<file path="config.mk">
export PLATFORM = sky130hd
export DESIGN_NAME = rf_write_arbiter
export DESIGN_NICKNAME = d
export VERILOG_FILES = /design/src/rtl/rf_write_arbiter.sv
export SDC_FILE = /design/constraint.sdc
export NUM_CORES = 1
export LEC_CHECK = 0
export BUFFER_PORTS_ARGS = -buffer_cell sky130_fd_sc_hd__buf_2
export CAP_MARGIN = 30
export CELL_PAD_IN_SITES_DETAIL_PLACEMENT = 1
export CELL_PAD_IN_SITES_GLOBAL_PLACEMENT = 2
export CORE_MARGIN = 1.5
export CORE_UTILIZATION = 31
export DETAILED_ROUTE_END_ITERATION = 6
export MAX_ROUTING_LAYER = met4
export PLACE_DENSITY = 0.75
export REMOVE_ABC_BUFFERS = 1
export SYNTH_ARGS = -nofsm -noshare
export SYNTH_HDL_FRONTEND = slang
export SYNTH_SLANG_ARGS = --single-unit
</file>
<file path="constraint.sdc">
create_clock -name clk -period 2.9 [get_ports clk]
set_clock_uncertainty 0.05 [all_clocks]
set_input_delay 0.145 -clock clk [delete_from_list [all_inputs] [get_ports clk]]
set_output_delay 0.145 -clock clk [all_outputs]
set_load 0.005 [all_outputs]
</file>
<file path="src/rtl/rf_write_arbiter.sv">
// rtl/rf_write_arbiter.sv - register file write-port arbiter between pipeline WB and MDU results
// Queues MDU results, tracks pending MDU destinations, forces a pipeline stall when the queue head starves.
module rf_write_arbiter #(
  parameter int DATA_W     = 32,
  parameter int ADDR_W     = 5,
  parameter int FIFO_DEPTH = 2,
  parameter int STARVE_MAX = 4
) (
  input  logic              clk,
  input  logic              rst,
  input  logic              wb_we,
  input  logic [ADDR_W-1:0] wb_write_reg,
  input  logic [DATA_W-1:0] wb_write_data,
  input  logic              mdu_issue,
  input  logic [ADDR_W-1:0] mdu_issue_reg,
  output logic              mdu_issue_ready,
  input  logic              mdu_valid,
  input  logic [ADDR_W-1:0] mdu_reg,
  input  logic [DATA_W-1:0] mdu_data,
  output logic              mdu_ready,
  output logic              rf_we,
  output logic [ADDR_W-1:0] rf_write_reg,
  output logic [DATA_W-1:0] rf_write_data,
  input  logic              id_re_1,
  input  logic [ADDR_W-1:0] id_addr_1,
  input  logic              id_re_2,
  input  logic [ADDR_W-1:0] id_addr_2,
  output logic              id_stall,
  output logic              pipe_stall
);

  localparam int NREG  = 1 << ADDR_W;
  localparam int PTR_W = $clog2(FIFO_DEPTH);
  localparam int CNT_W = PTR_W + 1;
  localparam int SC_W  = $clog2(STARVE_MAX + 1);

  logic [NREG-1:0]   pend;
  logic [NREG-1:0]   pend_next;
  logic [DATA_W-1:0] fifo_data [FIFO_DEPTH];
  logic [ADDR_W-1:0] fifo_reg  [FIFO_DEPTH];
  logic [PTR_W-1:0]  rd_ptr;
  logic [PTR_W-1:0]  wr_ptr;
  logic [CNT_W-1:0]  count;
  logic [SC_W-1:0]   starve_cnt;

  logic              fifo_empty;
  logic              fifo_full;
  logic [ADDR_W-1:0] head_reg;
  logic [DATA_W-1:0] head_data;
  logic              wb_req;
  logic              force_drain;
  logic              head_own;
  logic              push;
  logic              pop;
  logic              reserve;
  logic              hazard_1;
  logic              hazard_2;

  assign fifo_empty  = (count == '0);
  assign fifo_full   = (count == CNT_W'(FIFO_DEPTH));
  assign head_reg    = fifo_reg[rd_ptr];
  assign head_data   = fifo_data[rd_ptr];
  assign wb_req      = wb_we && (wb_write_reg != '0);
  assign force_drain = (starve_cnt == SC_W'(STARVE_MAX)) && !fifo_empty;

  // The head takes the port when forced, or whenever WB leaves it idle.
  assign head_own = !rst && (force_drain || (!wb_req && !fifo_empty));
  assign pop      = head_own;

  // Results for register 0 are acknowledged but never queued.
  assign push    = !rst && mdu_valid && !fifo_full && (mdu_reg != '0);
  assign reserve = mdu_issue && mdu_issue_ready && (mdu_issue_reg != '0);

  assign mdu_ready       = !rst && !fifo_full;
  assign mdu_issue_ready = !rst && !pend[mdu_issue_reg];

  assign rf_we         = head_own || (!rst && wb_req);
  assign rf_write_reg  = head_own ? head_reg  : wb_write_reg;
  assign rf_write_data = head_own ? head_data : wb_write_data;
  assign pipe_stall    = !rst && force_drain;

  // Reading a register that drains this very cycle is safe: the register file forwards it.
  assign hazard_1 = id_re_1 && (id_addr_1 != '0) && pend[id_addr_1]
                    && !(pop && (head_reg == id_addr_1));
  assign hazard_2 = id_re_2 && (id_addr_2 != '0) && pend[id_addr_2]
                    && !(pop && (head_reg == id_addr_2));
  assign id_stall = !rst && (hazard_1 || hazard_2);

  always_comb begin
    pend_next = pend;
    if (pop) begin
      pend_next[head_reg] = 1'b0;
    end
    if (reserve) begin
      pend_next[mdu_issue_reg] = 1'b1;
    end
  end

  always_ff @(posedge clk) begin
    if (rst) begin
      pend       <= '0;
      rd_ptr     <= '0;
      wr_ptr     <= '0;
      count      <= '0;
      starve_cnt <= '0;
    end else begin
      pend <= pend_next;
      if (push) begin
        wr_ptr <= wr_ptr + PTR_W'(1);
      end
      if (pop) begin
        rd_ptr <= rd_ptr + PTR_W'(1);
      end
      case ({push, pop})
        2'b10:   count <= count + CNT_W'(1);
        2'b01:   count <= count - CNT_W'(1);
        default: count <= count;
      endcase
      if (pop || fifo_empty) begin
        starve_cnt <= '0;
      end else if (starve_cnt != SC_W'(STARVE_MAX)) begin
        starve_cnt <= starve_cnt + SC_W'(1);
      end
    end
  end

  always_ff @(posedge clk) begin
    if (push) begin
      fifo_data[wr_ptr] <= mdu_data;
      fifo_reg[wr_ptr]  <= mdu_reg;
    end
  end

endmodule
</file>
==> results of run 1 <==
## cell usage after synthesis (2+ instances only)
cell type                  number
sky130_fd_sc_hd__o21ai_0       82
sky130_fd_sc_hd__edfxtp_1      74
sky130_fd_sc_hd__nand2_1       54
sky130_fd_sc_hd__mux2i_1       46
sky130_fd_sc_hd__dfxtp_1       40
sky130_fd_sc_hd__nor2b_1       32
sky130_fd_sc_hd__clkbuf_1      24
sky130_fd_sc_hd__mux4_2        21
sky130_fd_sc_hd__nor2_1        21
sky130_fd_sc_hd__o21ai_1       15
sky130_fd_sc_hd__a21oi_1       11
sky130_fd_sc_hd__xnor2_1       10
sky130_fd_sc_hd__nand3_1        9
sky130_fd_sc_hd__inv_1          7
sky130_fd_sc_hd__nand3b_1       6
sky130_fd_sc_hd__nor3_1         6
sky130_fd_sc_hd__mux2_2         5
sky130_fd_sc_hd__buf_2          4
sky130_fd_sc_hd__o211ai_1       4
sky130_fd_sc_hd__or3_1          4
sky130_fd_sc_hd__xor2_1         4
sky130_fd_sc_hd__buf_1          3
sky130_fd_sc_hd__ha_1           3
sky130_fd_sc_hd__nand2b_1       3
sky130_fd_sc_hd__nor3b_1        3
sky130_fd_sc_hd__a22oi_1        2
sky130_fd_sc_hd__and2_1         2
sky130_fd_sc_hd__and3_1         2
sky130_fd_sc_hd__nand4b_1       2
sky130_fd_sc_hd__nor4b_1        2
sky130_fd_sc_hd__nor4bb_1       2
## placed cells by master (no fill, tap or decap), types with 4 or more instances in the layout
cell type                       count
sky130_fd_sc_hd__mux2i_1           46
sky130_fd_sc_hd__mux4_2            21
sky130_fd_sc_hd__clkbuf_16         17
sky130_fd_sc_hd__mux2_2             5
sky130_fd_sc_hd__xor2_1             4
sky130_fd_sc_hd__dlygate4sd3_1     39
sky130_fd_sc_hd__o21ai_0           82
sky130_fd_sc_hd__inv_1              7
sky130_fd_sc_hd__nand2_1           54
sky130_fd_sc_hd__dfxtp_1           39
sky130_fd_sc_hd__edfxtp_1          74
sky130_fd_sc_hd__inv_6              4
sky130_fd_sc_hd__nand3b_1           6
sky130_fd_sc_hd__nor2b_1           32
sky130_fd_sc_hd__nor3_1             6
sky130_fd_sc_hd__or3_1              4
sky130_fd_sc_hd__a21oi_1           11
sky130_fd_sc_hd__buf_2            137
sky130_fd_sc_hd__o211ai_1           4
sky130_fd_sc_hd__o21ai_1           15
sky130_fd_sc_hd__bufinv_16          4
sky130_fd_sc_hd__xnor2_1           10
sky130_fd_sc_hd__buf_4              8
sky130_fd_sc_hd__nor2_1            19
sky130_fd_sc_hd__nand3_1            9
## cell families after synthesis
logic type | synth area share, %
fa+ha+maj | 0.646
simple gates | 13.7
xor+xnor | 2.11
buf+inv | 2.93
compound gates | 11.5
flops | 52.0
mux | 17.0
## worst max-delay path by stage
stage,depth (start not counted),slack (ns),endpoint,startpoint
finish,6,0.35,id_stall,register
global route,6,0.18,id_stall,register
CTS,6,0.34,id_stall,register
detailed placement,6,0.56,count[1],mdu_reg[0]
global placement,6,0.60,count[1],mdu_reg[0]
floorplan,9,-0.64,count[1],starve_cnt[0]
## power by group through the flow
stage          clock [mW]  combinational, mW  sequential, mW
3_3_place_gp            0              0.507            1.85
2_1_floorplan           0              0.243            1.86
5_1_grt              2.35              0.628            1.82
4_1_cts              2.27              0.575            1.82
3_5_place_dp            0              0.530            1.85
6_report             2.24              0.570            1.82
## tightest hold or removal path, cell delays in order
cell and delay (ns):
sky130_fd_sc_hd__buf_2 0.11, sky130_fd_sc_hd__or2_2 0.16, sky130_fd_sc_hd__nor4_1 0.06
## area by class of cell
type,instances,area (sq um)
Timing Repair Buffer,186,1180
Clock buffer,17,425
Tap cell,229,287
Sequential cell,114,3020
Inverter,8,30.0
Multi-Input combinational cell,366,2640
Fill cell,2002,10400
Clock inverter,15,205
## metrics by stage
step	instance area, sq um	instances	power [mW]
after global routing	7780	935	4.80
after floorplan	5670	488	2.10
final	7780	935	4.63
after CTS	7780	935	4.67
after global placement	6720	862	2.36
after detailed placement	6760	864	2.38
## repair_timing
action | in CTS | in global routing
hold buffers | 39 | 0
setup endpoints to repair | 0 | 0
resized for setup | 0 | 0
endpoints found under the hold margin | 78 | 0
## routing by layer
layer	global-route usage, %	routed length (um)
met4	7.59	364
met5	-	0
met3	3.58	693
met1	22.4	7580
met2	32.4	9020
==> flow_summary.rst, run 1 <==
.. list-table::
   :header-rows: 1

   * - Metric
     - Value
   * - Critical Path AT
     - around 2.4 ns
   * - Weighted congestion at the end of routability-driven global placement
     - between 0.8 and 0.9
   * - Number of library cell types mapped by synthesis
     - approximately 50
   * - Starting utilization of the core area
     - roughly 32%
   * - Setup repair after global routing missed its margin
     - no
   * - Top-level I/O count
     - between 100 and 150
   * - Vias in the first global route
     - ~5,000
   * - Sort of element at the end of the critical path
     - primary output
   * - Final Hold Vio Count
     - 0
   * - Peak per-stage delay on the critical path
     - approximately 0.66 ns
   * - Kind of path behind the tightest hold check
     - in -> reg
   * - Total internal power
     - 3.49 mW
   * - Cell area power density
     - around 590 nW/um^2
   * - Clk_lat worst skew
     - around 0.41 ns
   * - Switching pwr
     - between 1 and 1.5 mW
   * - CTS tree
     - yes
   * - Number of DRC violations after detailed-routing iteration 0
     - about 320
   * - Maximum achievable frequency
     - approximately 0.39 GHz
   * - Total Die Area
     - 19,600 sq um
   * - Share of power burned in combinational logic
     - approximately an eighth
   * - Area growth from synthesis to final layout
     - 34.0%
   * - Post-layout net count
     - 792
   * - Peak fanout along the critical path
     - 8
   * - Sequential Power Share
     - 39.2%
   * - Slew @ Worst Pin
     - 0.728 ns
   * - Floorplan die height
     - 140 um
   * - Endpoint required time on the critical path
     - roughly 2.7 ns
   * - Synth Flop Type
     - sky130_fd_sc_hd__edfxtp_1
   * - Violated checks
     - design-rule violations
   * - Average wire length per cell after detail routing
     - approximately 19 um
   * - Async set or reset register ratio after synthesis
     - 0%
   * - Total number of clock tree sinks
     - 114
   * - Type of the worst setup path
     - reg -> out
   * - Crit path buf inv count
     - 1
   * - Fraction of the cycle the final worst path needs
     - between 80% and 90%
   * - Seq cells post-synth
     - around 110
   * - Startpoint type of the worst setup path
     - register
   * - Placeable core region
     - between 15,000 and 20,000 sq um
   * - Cell count after synthesis
     - 521
   * - Number of flops mapped to enable cells by yosys
     - 74
   * - Number of diodes
     - 0
   * - Setup TNS
     - 0 ns
   * - Core utilization of the finished layout
     - a little over two fifths
   * - Setup slack on the worst flop-to-flop path
     - about 0.7 ns
   * - Number of placement rows
     - 49
   * - Number of port buffers
     - around 140
   * - Sequential share of the synthesized area
     - between 50% and 60%
   * - End point of the most critical hold path
     - starve_cnt[0]
   * - HPWL after detailed placement
     - ~12 mm
   * - Avg Inst Size Synth
     - roughly 11 sq um
   * - Peak supply drop
     - approximately 0.00043 V
   * - Number of max-cap violations
     - 0
   * - Number of buffers created by CTS
     - 17
   * - Tmin final
     - 2.55 ns
   * - Vias
     - around 4,800
   * - Clock share of power
     - approximately 48%
   * - Total GRT Usage
     - 19.1%
   * - Sw frac
     - 24.6%
   * - Largest register FFs
     - 64
   * - Cell area after technology mapping
     - slightly below 6000 sq um
   * - Antenna Nets Post-Route
     - 0
   * - Place WS
     - about 0.56 ns
   * - Number of slew-limit violations in the final report
     - 0
   * - Drt drc
     - 5
   * - Number of buffers on the longest clock path
     - 2
   * - Worst slack on hold paths
     - 0.0569 ns
   * - Router iterations before antenna repair
     - 6
   * - First-pass GRT wire length
     - approximately 28 mm
   * - Congestion Overflow GR
     - 0
   * - Proportion of layout cells with a drive suffix above 1
     - between 30 and 40%
   * - Leading area contributor after synthesis
     - sky130_fd_sc_hd__edfxtp_1
   * - Number of antenna violations at the first check in global routing
     - 0
   * - Cell depth of the worst hold path
     - 3
   * - Cell family contributing the most delay on the critical path
     - multiplexers
   * - Reg2reg end
     - pend[21]
   * - Clock-pin slew of the registers on the worst-case setup and hold paths
     - 0.06 ns
   * - Final worst setup slack
     - 0.347 ns
   * - Largest cells by area after synthesis
     - sky130_fd_sc_hd__edfxtp_1 (38%), sky130_fd_sc_hd__dfxtp_1 (14%), sky130_fd_sc_hd__mux4_2 (8.1%), sky130_fd_sc_hd__mux2i_1 (7.9%), sky130_fd_sc_hd__o21ai_0 (7.1%)
   * - Standby leakage power
     - 2.91 nW
   * - Fraction of post-synthesis cell area in the top cell type by area
     - between 30% and 40%
   * - H-tree levels
     - 4
   * - Clock Root Buffer
     - sky130_fd_sc_hd__clkbuf_16
   * - Worst hold start
     - rst
   * - Setup violations, final
     - 0
   * - Worst path slowest cell
     - sky130_fd_sc_hd__mux2i_1
   * - Post-detailed-routing wire length
     - 17.7 mm
   * - Number of buffers added for setup after CTS
     - 0
   * - Depth of the worst register-to-register path
     - 4
   * - Floorplan die width
     - approximately 140 um
   * - Result of the run
     - complete, but fails checks
   * - Via density per instance
     - around 5.1
   * - Tightest slew margin relative to the limit
     - roughly 50%
   * - Number of warnings reported in the yosys synthesis log
     - 0
   * - Maximum number of pins on one net before global-route repair
     - 73
   * - Worst path cell trace
     - mux2i_1 -> xor2_1 -> nand3_1 -> o31ai_1 -> o211ai_1 -> buf_2
(Power assumes the default switching activity.)
==> run 2: changes to the inputs <==
--- a/config.mk
+++ b/config.mk
@@ -5,15 +5,17 @@
 export SDC_FILE = /design/constraint.sdc
 export NUM_CORES = 1
 export LEC_CHECK = 0
+export ABC_AREA = 1
+export ABC_CLOCK_PERIOD_IN_PS = 2900
 export BUFFER_PORTS_ARGS = -buffer_cell sky130_fd_sc_hd__buf_2
 export CAP_MARGIN = 30
 export CELL_PAD_IN_SITES_DETAIL_PLACEMENT = 1
 export CELL_PAD_IN_SITES_GLOBAL_PLACEMENT = 2
 export CORE_MARGIN = 1.5
-export CORE_UTILIZATION = 31
+export CORE_UTILIZATION = 28
 export DETAILED_ROUTE_END_ITERATION = 6
 export MAX_ROUTING_LAYER = met4
-export PLACE_DENSITY = 0.75
+export PLACE_DENSITY = 0.76
 export REMOVE_ABC_BUFFERS = 1
 export SYNTH_ARGS = -nofsm -noshare
 export SYNTH_HDL_FRONTEND = slang
==> flow_summary.rst, run 2 <==
.. list-table::
   :header-rows: 1

   * - Metric
     - Value
   * - Fraction of post-synthesis cell area in the top cell type by area
     - a little over a third
   * - HPWL after detailed placement
     - roughly 15 mm
   * - Number of max-cap violations
     - 0
   * - Avg Inst Size Synth
     - 7.54 sq um
   * - Number of flops mapped to enable cells by yosys
     - 74
   * - Core utilization of the finished layout
     - a little under two fifths
   * - Cell area power density
     - 559 nW/um^2
   * - Vias in the first global route
     - slightly below 6,000
   * - Total GRT Usage
     - roughly a fifth
   * - Router iterations before antenna repair
     - 4
   * - Result of the run
     - complete, no violations
   * - Most common cell after layout, fill and taps aside
     - sky130_fd_sc_hd__nand2_1
   * - Final Hold Vio Count
     - 0
   * - CTS tree
     - yes
   * - Standby leakage power
     - around 3.4 nW
   * - H-tree levels
     - 4
   * - Cell area after technology mapping
     - around 6200 sq um
   * - Endpoint required time on the critical path
     - 2.71 ns
   * - Proportion of layout cells with a drive suffix above 1
     - between 10% and 20%
   * - Number of buffers on the longest clock path
     - 2
   * - Type of the worst setup path
     - reg -> out
   * - Area used by multi-input combinational logic
     - 2640 sq um
   * - Setup violations, final
     - 0
   * - First-pass GRT wire length
     - between 30 and 40 mm
   * - Sequential share of the synthesized area
     - 48.8%
   * - Maximum achievable frequency
     - between 0.3 and 0.4 GHz
   * - Vias
     - 6,057
   * - Drt drc
     - 0
   * - Floorplan die height
     - around 150 um
   * - Async set or reset register ratio after synthesis
     - 0%
   * - Number of buffers created by CTS
     - 17
   * - Largest register FFs
     - 64
   * - Seq cells post-synth
     - ~110
   * - Total number of clock tree sinks
     - 114
   * - Maximum number of pins on one net before global-route repair
     - about 80
   * - Starting utilization of the core area
     - 28.5%
   * - Sort of element at the end of the critical path
     - primary output
   * - Number of slew-limit violations in the final report
     - 0
   * - Critical Path AT
     - 2.40 ns
   * - Number of diodes
     - 0
   * - Setup repair after global routing missed its margin
     - no
   * - Peak supply drop
     - 0.000341 V
   * - Area taken by flip-flops and latches
     - between 3000 and 4000 sq um
   * - Largest cells by area after synthesis
     - sky130_fd_sc_hd__edfxtp_1 (36%), sky130_fd_sc_hd__nand2_1 (13%), sky130_fd_sc_hd__dfxtp_1 (13%), sky130_fd_sc_hd__o21ai_0 (9.5%), sky130_fd_sc_hd__inv_1 (5.9%)
   * - Top-level I/O count
     - roughly 140
   * - Total Die Area
     - 23,000 sq um
   * - Congestion Overflow GR
     - 0
   * - Clk_lat worst skew
     - 0.43 ns
   * - Clock-pin slew of the registers on the worst-case setup and hold paths
     - ~0.060 ns
   * - Antenna Nets Post-Route
     - 0
   * - Startpoint type of the worst setup path
     - register
   * - Leading area contributor after synthesis
     - sky130_fd_sc_hd__edfxtp_1
   * - Clock Root Buffer
     - sky130_fd_sc_hd__clkbuf_16
   * - Tmin final
     - about 2.6 ns
   * - Number of DRC violations after detailed-routing iteration 0
     - approximately 300
   * - Number of port buffers
     - 137
   * - Commonest cells after routing, fill and taps aside
     - sky130_fd_sc_hd__nand2_1 (214), sky130_fd_sc_hd__buf_2 (137), sky130_fd_sc_hd__o21ai_0 (117)
   * - Tightest slew margin relative to the limit
     - between 30% and 40%
   * - Slew @ Worst Pin
     - roughly 0.94 ns
   * - Post-layout net count
     - 1,085
   * - Number of library cell types mapped by synthesis
     - 27
   * - Peak fanout along the critical path
     - 78
   * - Filler cells
     - between 2,000 and 3,000
   * - Placeable core region
     - between 20,000 and 25,000 sq um
   * - Leading cell type by number of instances after synthesis
     - sky130_fd_sc_hd__nand2_1
   * - Number of warnings reported in the yosys synthesis log
     - 0
   * - Weighted congestion at the end of routability-driven global placement
     - 0.849
   * - Average wire length per cell after detail routing
     - about 16 um
   * - Instance area after placement
     - approximately 7200 sq um
   * - Number of antenna violations at the first check in global routing
     - 0
   * - Final Instance Area
     - around 8100 sq um
   * - Floorplan die width
     - 152 um
   * - Via density per instance
     - ~4.7
   * - Leading post-synthesis cells by instance count
     - sky130_fd_sc_hd__nand2_1 (215), sky130_fd_sc_hd__o21ai_0 (117), sky130_fd_sc_hd__inv_1 (97)
   * - Fraction of the cycle the final worst path needs
     - roughly nine tenths
   * - Kind of path behind the tightest hold check
     - in -> reg
   * - Cell count after synthesis
     - 821
   * - Number of placement rows
     - 54
   * - Synth Flop Type
     - sky130_fd_sc_hd__edfxtp_1
   * - Post-detailed-routing wire length
     - between 20 and 25 mm
   * - Area growth from synthesis to final layout
     - 31.4%
-- run 2: per-layer routing --
layer  global-route usage (%)  vias to the layer above  share of wire [%]
met3                     3.47                       18                4.2
met1                     23.5                     2854                 46
met4                     5.91                        0                1.2
met2                     32.5                      119                 49
met5                        -                        -                  0
li1                         -                     3066                  -
-- run 2: through the flow --
step | hold WS (ns) | setup TNS [ns] | instances | worst slack [ns] | total power [mW]
final | 0.0186 | 0 | 1279 | 0.301 | 4.55
after global routing | 0.0455 | 0 | 1279 | 0.0866 | 4.74
after CTS | 0.0117 | 0 | 1279 | 0.226 | 4.61
after detailed placement | 0.287 | 0 | 1209 | 0.681 | 2.42
after global placement | 0.283 | 0 | 1209 | 0.670 | 2.41
after floorplan | 0.164 | -0.518 | 781 | -0.340 | 2.12
-- run 2: critical path, stage by stage (launching register included) --
cell	delay [ns]
sky130_fd_sc_hd__dfxtp_1	0.35
sky130_fd_sc_hd__inv_1	0.05
sky130_fd_sc_hd__ha_1	0.20
sky130_fd_sc_hd__nand2_1	0.13
sky130_fd_sc_hd__nand3_1	0.11
sky130_fd_sc_hd__nand2_2	0.07
sky130_fd_sc_hd__buf_4	0.50
sky130_fd_sc_hd__nand2_1	0.15
sky130_fd_sc_hd__o21ai_0	0.19
sky130_fd_sc_hd__buf_2	0.18
-- run 2: timing repair --
action | 4_1_cts | 5_1_grt
gates resized for setup | 0 | 0
endpoints found under the setup margin | 0 | 0
setup buffers | 0 | 0
endpoints found under the hold margin | 75 | 0
hold buffers | 38 | 0
-- run 2: cell families (layout without fill, tap and decap cells) --
family,after synthesis,after routing,share of synthesized area [%]
adders and majority gates,3,3,0.606
AOI/OAI and AO/OA,193,193,16.7
DFF,114,114,48.8
xor gates and xnor gates,8,8,1.13
and+or+nand+nor,364,364,24.0
buffers and inverters,139,317,8.77
-- run 2: area by class of cell --
| type | instances | area share [%] |
|---|---|---|
| Clock inverter | 15 | 2.14 |
| Tap cell | 280 | 4.31 |
| Sequential cell | 114 | 37.2 |
| Timing Repair Buffer | 186 | 14.1 |
| Multi-Input combinational cell | 568 | 32.5 |
| Clock buffer | 17 | 5.23 |
| Inverter | 99 | 4.57 |
-- run 2: worst paths after layout --
check                start               to  slack [ns]  cells after the start
max          starve_cnt[0]  rf_write_reg[0]        0.30                      9
min                  wb_we    starve_cnt[2]        0.02                      3
max reg2reg       register         pend[31]        0.75                      7
min reg2reg  starve_cnt[0]    starve_cnt[0]        0.40                      1
-- run 2: power breakdown --
| part | internal [mW] | leakage [nW] | switching, mW | total (mW) |
|---|---|---|---|---|
| Combinational | 0.228 | 2.12 | 0.386 | 0.614 |
| Sequential | 1.79 | 1.00 | 0.0190 | 1.80 |
| Clock | 1.29 | 0.286 | 0.843 | 2.13 |
